File: src/rtl/cdr_frame_sync.sv
// ============================================================================
// Module   : cdr_frame_sync
// Brief    : Sync-word hunt/confirm/lock framer for a CDR bit stream; deframes
//            payload MSB-first into bytes and keeps sync/frame debug counters.
// Revision : 1.0
// ============================================================================
`default_nettype none

module cdr_frame_sync #(
  parameter int                SYNC_W      = 16,
  parameter logic [SYNC_W-1:0] SYNC_WORD   = 16'hF628,
  parameter int                FRAME_BYTES = 4,
  parameter int                MAX_MISS    = 2
) (
  input  logic        clk,
  input  logic        rst_n,
  input  logic        sample_en,
  input  logic        bit_in,
  input  logic        clr,
  output logic        locked,
  output logic [7:0]  byte_data,
  output logic        byte_valid,
  output logic        frame_start,
  output logic [7:0]  sync_err_cnt,
  output logic [15:0] frame_cnt
);

  localparam int c_PAY_BITS  = FRAME_BYTES * 8;
  localparam int c_FRAME_LEN = c_PAY_BITS + SYNC_W;
  localparam int c_CNT_W     = $clog2(c_FRAME_LEN + 1);
  localparam int c_FILL_W    = $clog2(SYNC_W + 1);

  localparam logic [c_CNT_W-1:0]  c_FRAME_LEN_V = c_CNT_W'(c_FRAME_LEN);
  localparam logic [c_CNT_W-1:0]  c_PAY_BITS_V  = c_CNT_W'(c_PAY_BITS);
  localparam logic [c_FILL_W-1:0] c_FILL_FULL   = c_FILL_W'(SYNC_W);
  localparam logic [c_FILL_W-1:0] c_FILL_THR    = c_FILL_W'(SYNC_W - 1);
  localparam logic [3:0]          c_MAX_MISS_V  = 4'(MAX_MISS);

  typedef enum logic [1:0] {
    S_HUNT    = 2'd0,
    S_CONFIRM = 2'd1,
    S_LOCKED  = 2'd2
  } state_t;

  state_t r_state;
  state_t w_state_nxt;

  // Only SYNC_W-1 history bits are kept; the incoming bit completes the window.
  logic [SYNC_W-2:0]   r_sr;
  logic [c_FILL_W-1:0] r_fill;
  logic [c_CNT_W-1:0]  r_bit_cnt;
  logic [3:0]          r_miss;
  logic [6:0]          r_byte_sr;
  logic                r_locked;
  logic [7:0]          r_byte_data;
  logic                r_byte_valid;
  logic                r_frame_start;
  logic [7:0]          r_sync_err_cnt;
  logic [15:0]         r_frame_cnt;

  logic [SYNC_W-1:0]   w_nsr;
  logic                w_match;
  logic [c_CNT_W-1:0]  w_idx;
  logic                w_at_end;
  logic                w_pay;
  logic                w_byte_end;
  logic                w_fill_ok;
  logic [3:0]          w_miss_inc;
  logic                w_drop;

  logic                w_lock_ok;
  logic                w_sync_good;
  logic                w_sync_bad;
  logic                w_to_hunt;

  assign w_nsr      = {r_sr, bit_in};
  assign w_match    = (w_nsr == SYNC_WORD);
  assign w_idx      = r_bit_cnt + 1'b1;
  assign w_at_end   = (w_idx == c_FRAME_LEN_V);
  assign w_pay      = (w_idx <= c_PAY_BITS_V);
  assign w_byte_end = w_pay && (w_idx[2:0] == 3'd0);
  assign w_fill_ok  = (r_fill >= c_FILL_THR);
  assign w_miss_inc = r_miss + 1'b1;
  assign w_drop     = (w_miss_inc >= c_MAX_MISS_V);

  // --------------------------------------------------------------------------
  // FSM: state register
  // --------------------------------------------------------------------------
  always_ff @(posedge clk or negedge rst_n) begin
    if (!rst_n) begin
      r_state  <= S_HUNT;
      r_locked <= 1'b0;
    end else if (clr) begin
      r_state  <= S_HUNT;
      r_locked <= 1'b0;
    end else begin
      r_state  <= w_state_nxt;
      r_locked <= (w_state_nxt == S_LOCKED);
    end
  end

  // --------------------------------------------------------------------------
  // FSM: next state and sync-check decisions
  // --------------------------------------------------------------------------
  always_comb begin
    w_state_nxt = r_state;
    w_lock_ok   = 1'b0;
    w_sync_good = 1'b0;
    w_sync_bad  = 1'b0;
    w_to_hunt   = 1'b0;
    if (sample_en) begin
      case (r_state)
        S_HUNT: begin
          if (w_fill_ok && w_match) begin
            w_state_nxt = S_CONFIRM;
          end
        end
        S_CONFIRM: begin
          if (w_at_end) begin
            if (w_match) begin
              w_state_nxt = S_LOCKED;
              w_lock_ok   = 1'b1;
            end else begin
              w_state_nxt = S_HUNT;
              w_to_hunt   = 1'b1;
            end
          end
        end
        S_LOCKED: begin
          if (w_at_end) begin
            if (w_match) begin
              w_sync_good = 1'b1;
            end else begin
              w_sync_bad = 1'b1;
              if (w_drop) begin
                w_state_nxt = S_HUNT;
                w_to_hunt   = 1'b1;
              end
            end
          end
        end
        default: begin
          w_state_nxt = S_HUNT;
        end
      endcase
    end
  end

  // --------------------------------------------------------------------------
  // Datapath: shift register, counters, byte assembly, strobes
  // --------------------------------------------------------------------------
  always_ff @(posedge clk or negedge rst_n) begin
    if (!rst_n) begin
      r_sr           <= '0;
      r_fill         <= '0;
      r_bit_cnt      <= '0;
      r_miss         <= '0;
      r_byte_sr      <= '0;
      r_byte_data    <= '0;
      r_byte_valid   <= 1'b0;
      r_frame_start  <= 1'b0;
      r_sync_err_cnt <= '0;
      r_frame_cnt    <= '0;
    end else if (clr) begin
      r_sr           <= '0;
      r_fill         <= '0;
      r_bit_cnt      <= '0;
      r_miss         <= '0;
      r_byte_sr      <= '0;
      r_byte_data    <= '0;
      r_byte_valid   <= 1'b0;
      r_frame_start  <= 1'b0;
      r_sync_err_cnt <= '0;
      r_frame_cnt    <= '0;
    end else begin
      r_byte_valid  <= 1'b0;
      r_frame_start <= 1'b0;
      if (sample_en) begin
        r_sr <= w_nsr[SYNC_W-2:0];

        // Bit position restarts after every sync check, good or bad.
        if (r_state == S_HUNT) begin
          r_bit_cnt <= '0;
          if (r_fill != c_FILL_FULL) begin
            r_fill <= r_fill + 1'b1;
          end
        end else begin
          r_bit_cnt <= w_at_end ? '0 : w_idx;
        end

        // A window is already full when falling back to HUNT.
        if (w_to_hunt) begin
          r_fill <= c_FILL_FULL;
        end

        if ((r_state == S_LOCKED) && w_pay) begin
          r_byte_sr <= {r_byte_sr[5:0], bit_in};
          if (w_byte_end) begin
            r_byte_data  <= {r_byte_sr, bit_in};
            r_byte_valid <= 1'b1;
          end
        end

        if (w_lock_ok) begin
          r_miss <= '0;
        end

        if (w_sync_good) begin
          r_frame_start <= 1'b1;
          r_frame_cnt   <= r_frame_cnt + 1'b1;
          r_miss        <= '0;
        end

        if (w_sync_bad) begin
          r_miss <= w_miss_inc;
          if (r_sync_err_cnt != 8'hFF) begin
            r_sync_err_cnt <= r_sync_err_cnt + 1'b1;
          end
        end
      end
    end
  end

  assign locked       = r_locked;
  assign byte_data    = r_byte_data;
  assign byte_valid   = r_byte_valid;
  assign frame_start  = r_frame_start;
  assign sync_err_cnt = r_sync_err_cnt;
  assign frame_cnt    = r_frame_cnt;

endmodule

`default_nettype wire

File: config.mk
export PLATFORM = sky130hd
export DESIGN_NAME = cdr_frame_sync
export DESIGN_NICKNAME = d
export VERILOG_FILES = /design/src/rtl/cdr_frame_sync.sv
export SDC_FILE = /design/constraint.sdc
export NUM_CORES = 1
export LEC_CHECK = 0
export BUFFER_PORTS_ARGS = -buffer_cell sky130_fd_sc_hd__buf_2
export CAP_MARGIN = 10
export CELL_PAD_IN_SITES_DETAIL_PLACEMENT = 1
export CELL_PAD_IN_SITES_GLOBAL_PLACEMENT = 1
export CORE_ASPECT_RATIO = 1.4
export CORE_MARGIN = 2
export CORE_UTILIZATION = 40
export DETAILED_ROUTE_END_ITERATION = 6
export GPL_TIMING_DRIVEN = 0
export PLACE_DENSITY_LB_ADDON = 0.05
export SLEW_MARGIN = 30
export SYNTH_ARGS = -nofsm -noshare
export SYNTH_HDL_FRONTEND = slang
export SYNTH_SLANG_ARGS = --single-unit
File: constraint.sdc
create_clock -name clk -period 6.5 [get_ports clk]
set_input_delay 0.975 -clock clk [delete_from_list [all_inputs] [get_ports clk]]
set_output_delay 0.975 -clock clk [all_outputs]
set_load 0.005 [all_outputs]
==> out/metrics.yaml <==
seq_area_um2: 1850
placed_cells: 563
cts-root-buf: "clkbuf_16"
yosysSeqAreaShare_pct: 47.2
synth_common_cells: "dfrtp_1, nor2_1, mux2i_1"
multi_input_area_um2: 1970
core_um2: 9510
hold_end: "r_miss[3]"
drc: 0
clock_sinks: 74
rrSetupSlack_ps: 3660
start_kind: "flip-flop"
antenna_found_initial: 0
max_cap_viol_count: 0
syn_area_um2: 3920
path_max_fanout: 6
period_minus_slack_ps: 2840
cp-end-kind: "flip-flop"
grt_remaining_overflow: 0
globalplace.congestion: 0.855
synth_flop_cell: "dfrtp_1"
cts_buffers: 9
fin_skew_ps: 5.68
path_class: "flip-flop to flip-flop"
crit_path_max_incr_delay_ps: 560
placed_area_um2: 4310
maxSlewViolCount: 0
port-buffer-count: 39
dieArea_um2: 10600
grt_util_all_layers_pct: 20.1
vias: 3092
core.rowCount: 42
yosys-top-cells-area: "dfrtp_1, mux2i_1, nor2_1"
ys_ff_latch: 74
nets: 460
cp_slowest_cell: "or4b_1"
min_path_type: "flip-flop to flip-flop"
finalSetupViolCount: 0
worst-path-buf-inv: 0
ioPinCount: 40
p_total_mw: 1.06
syn_inst: 391
rr_worst_depth: 7
die_h_um: 121
die_w_um: 87.7
crit_chain: "ha_1, or4b_1, o31ai_2, o211ai_2, nor4_1, nand4_1, mux2_2"
arrival_ps: 3060
synth_nets: 409
dr.first_iter.drc_count: 120
wire_per_inst_um: 16.9
required_ps: 6720
clk_latency_ps: 340
synth_top_cell_area_share_pct: 47.2
p_leak_nw: 2.24
clk_pin_slew_worst_paths_ps: 60
final_cells: 579
worstHoldPathCells: 2
synth-edff-count: 0
power_per_cell_area_nw_per_um2: 228
cts.htree.levels: 3
post_cts_buffers: 0
worstReg2RegEnd: "sync_err_cnt[6]"
cts_tree: "built"
grt_pass1_wl_um: 16500
worstMarginPinSlew_ps: 710
rsz0062_at_grt: "false"
relSlewSlack_pct: 52.6
yosysUniqueCellTypes: 59
syn_avg_cell_area_um2: 10.0
crit_family: "simple AND/OR/NAND/NOR gates"
synth_top_area_cell: "dfrtp_1"
antennaDiodeCount: 0
post_cts_resized: 0
worstReg2RegStart: "r_bit_cnt[0]"
final_util_pct: 48.8
setup_ws_ps: 3660
setup_tns_ps: 0
hold_violations: 0
clockBufferDepth: 2
vias_per_cell: 5.34
max-vdd-ir-drop_mv: 0.142
dpl_worst_slack_ps: 3310
grt_max_degree: 49
grt_pass1_vias: 3232
holdWs_ps: 503
drive_above_1_share_pct: 16.8
fmax_ghz: 0.352
ctsHoldBuffers: 0
final.period_utilization_pct: 43.7
fillCellCount: 1095
syn2layout_area_growth_pct: 18.3
dp_hpwl_um: 6880
ys_async_sr_fraction_pct: 100
status: "finished clean"
ys_warn_count: 0
final_area_um2: 4640
ant_nets: 0
firstDrtPassIters: 4
wirelength_um: 9810
hp-start: "r_miss[3]"
initial_core_util_pct: 41.2
-- worst register-to-register path, stage by stage (launching register included) --
cell and delay (ps):
dfrtp_1 440, ha_1 290, or4b_1 560, o31ai_2 160, o211ai_2 270, nor4_1 560, nand4_1 170, mux2_2 290
-- cell usage in the layout (no fill, tap or decap), types with 3 or more instances in the layout --
master     netlist  layout
dfrtp_1         74      74
a31oi_1          4       4
nor2_1          74      74
a21o_1           3       3
clkbuf_16        0       9
and3_1           7       7
nand2_1         17      17
nor2b_1         10      10
nor3_1           8       8
nand2b_1         8       8
buf_1            4       4
mux2_2           5       5
ha_1            13      13
nand3_1         17      17
and4_1           3       3
clkbuf_1         9       9
mux2i_1         31      31
or4_1            4       4
xor2_1           4       4
inv_1            9       9
a21oi_1         13      13
buf_2            2      40
xnor2_1         14      14
nand4_1          7       7
o21ai_0          8       8
-- cell families after synthesis --
family,Yosys count,share of synthesized area (%)
AND/OR/NAND/NOR,178,24.2
multiplexers,38,9.92
flip-flops,74,47.2
XOR/XNOR,18,4.02
AO/OA/AOI/OAI,45,7.94
buffers and inverters,25,2.55
adder cells (fa/ha/maj),13,4.15
-- cell type report --
cell class	instances	share of cell area, %
Clock buffer	9	4.85
Tap cell	132	3.56
Multi-Input combinational cell	292	42.5
Inverter	9	0.728
Sequential cell	74	39.9
Timing Repair Buffer	40	4.85
Clock inverter	7	2.18
Buffer	16	1.43
-- registers in the layout, indices dropped and copies added, names as in the netlist, 2 cells and up --
signal,count
frame_cnt,16
r_sr,15
r_miss,4
r_fill,5
sync_err_cnt,8
r_state,2
byte_data,8
r_byte_sr,7
r_bit_cnt,6
-- how the worst max path moves through the flow --
stage,from,end,slack (ps),cells past startpoint
2_1_floorplan,bit_in,locked,3770,5
3_3_place_gp,bit_in,frame_cnt[15],3340,7
3_5_place_dp,bit_in,frame_cnt[13],3310,7
4_1_cts,r_bit_cnt[0],sync_err_cnt[6],3660,7
5_1_grt,r_bit_cnt[0],sync_err_cnt[6],3470,7
6_report,r_bit_cnt[0],sync_err_cnt[6],3660,7
-- per-layer routing --
| layer | wire length (um) | global-route usage [%] | vias up |
|---|---|---|---|
| li1 | - | - | 1476 |
| met1 | 4280 | 25.1 | 1576 |
| met2 | 5190 | 34.3 | 29 |
| met3 | 195 | 3.61 | 11 |
| met4 | 154 | 7.50 | 0 |
| met5 | 0 | 0 | - |
-- power by group --
part           internal [mW]  switching (mW)  leakage (nW)  total [mW]
Sequential             0.463         0.00264          1.03       0.466
Clock                  0.339           0.207         0.153       0.547
Combinational         0.0122          0.0322          1.05      0.0444
Total                  0.815           0.242          2.24        1.06
Note: power is estimated with default switching activity, not from simulation.
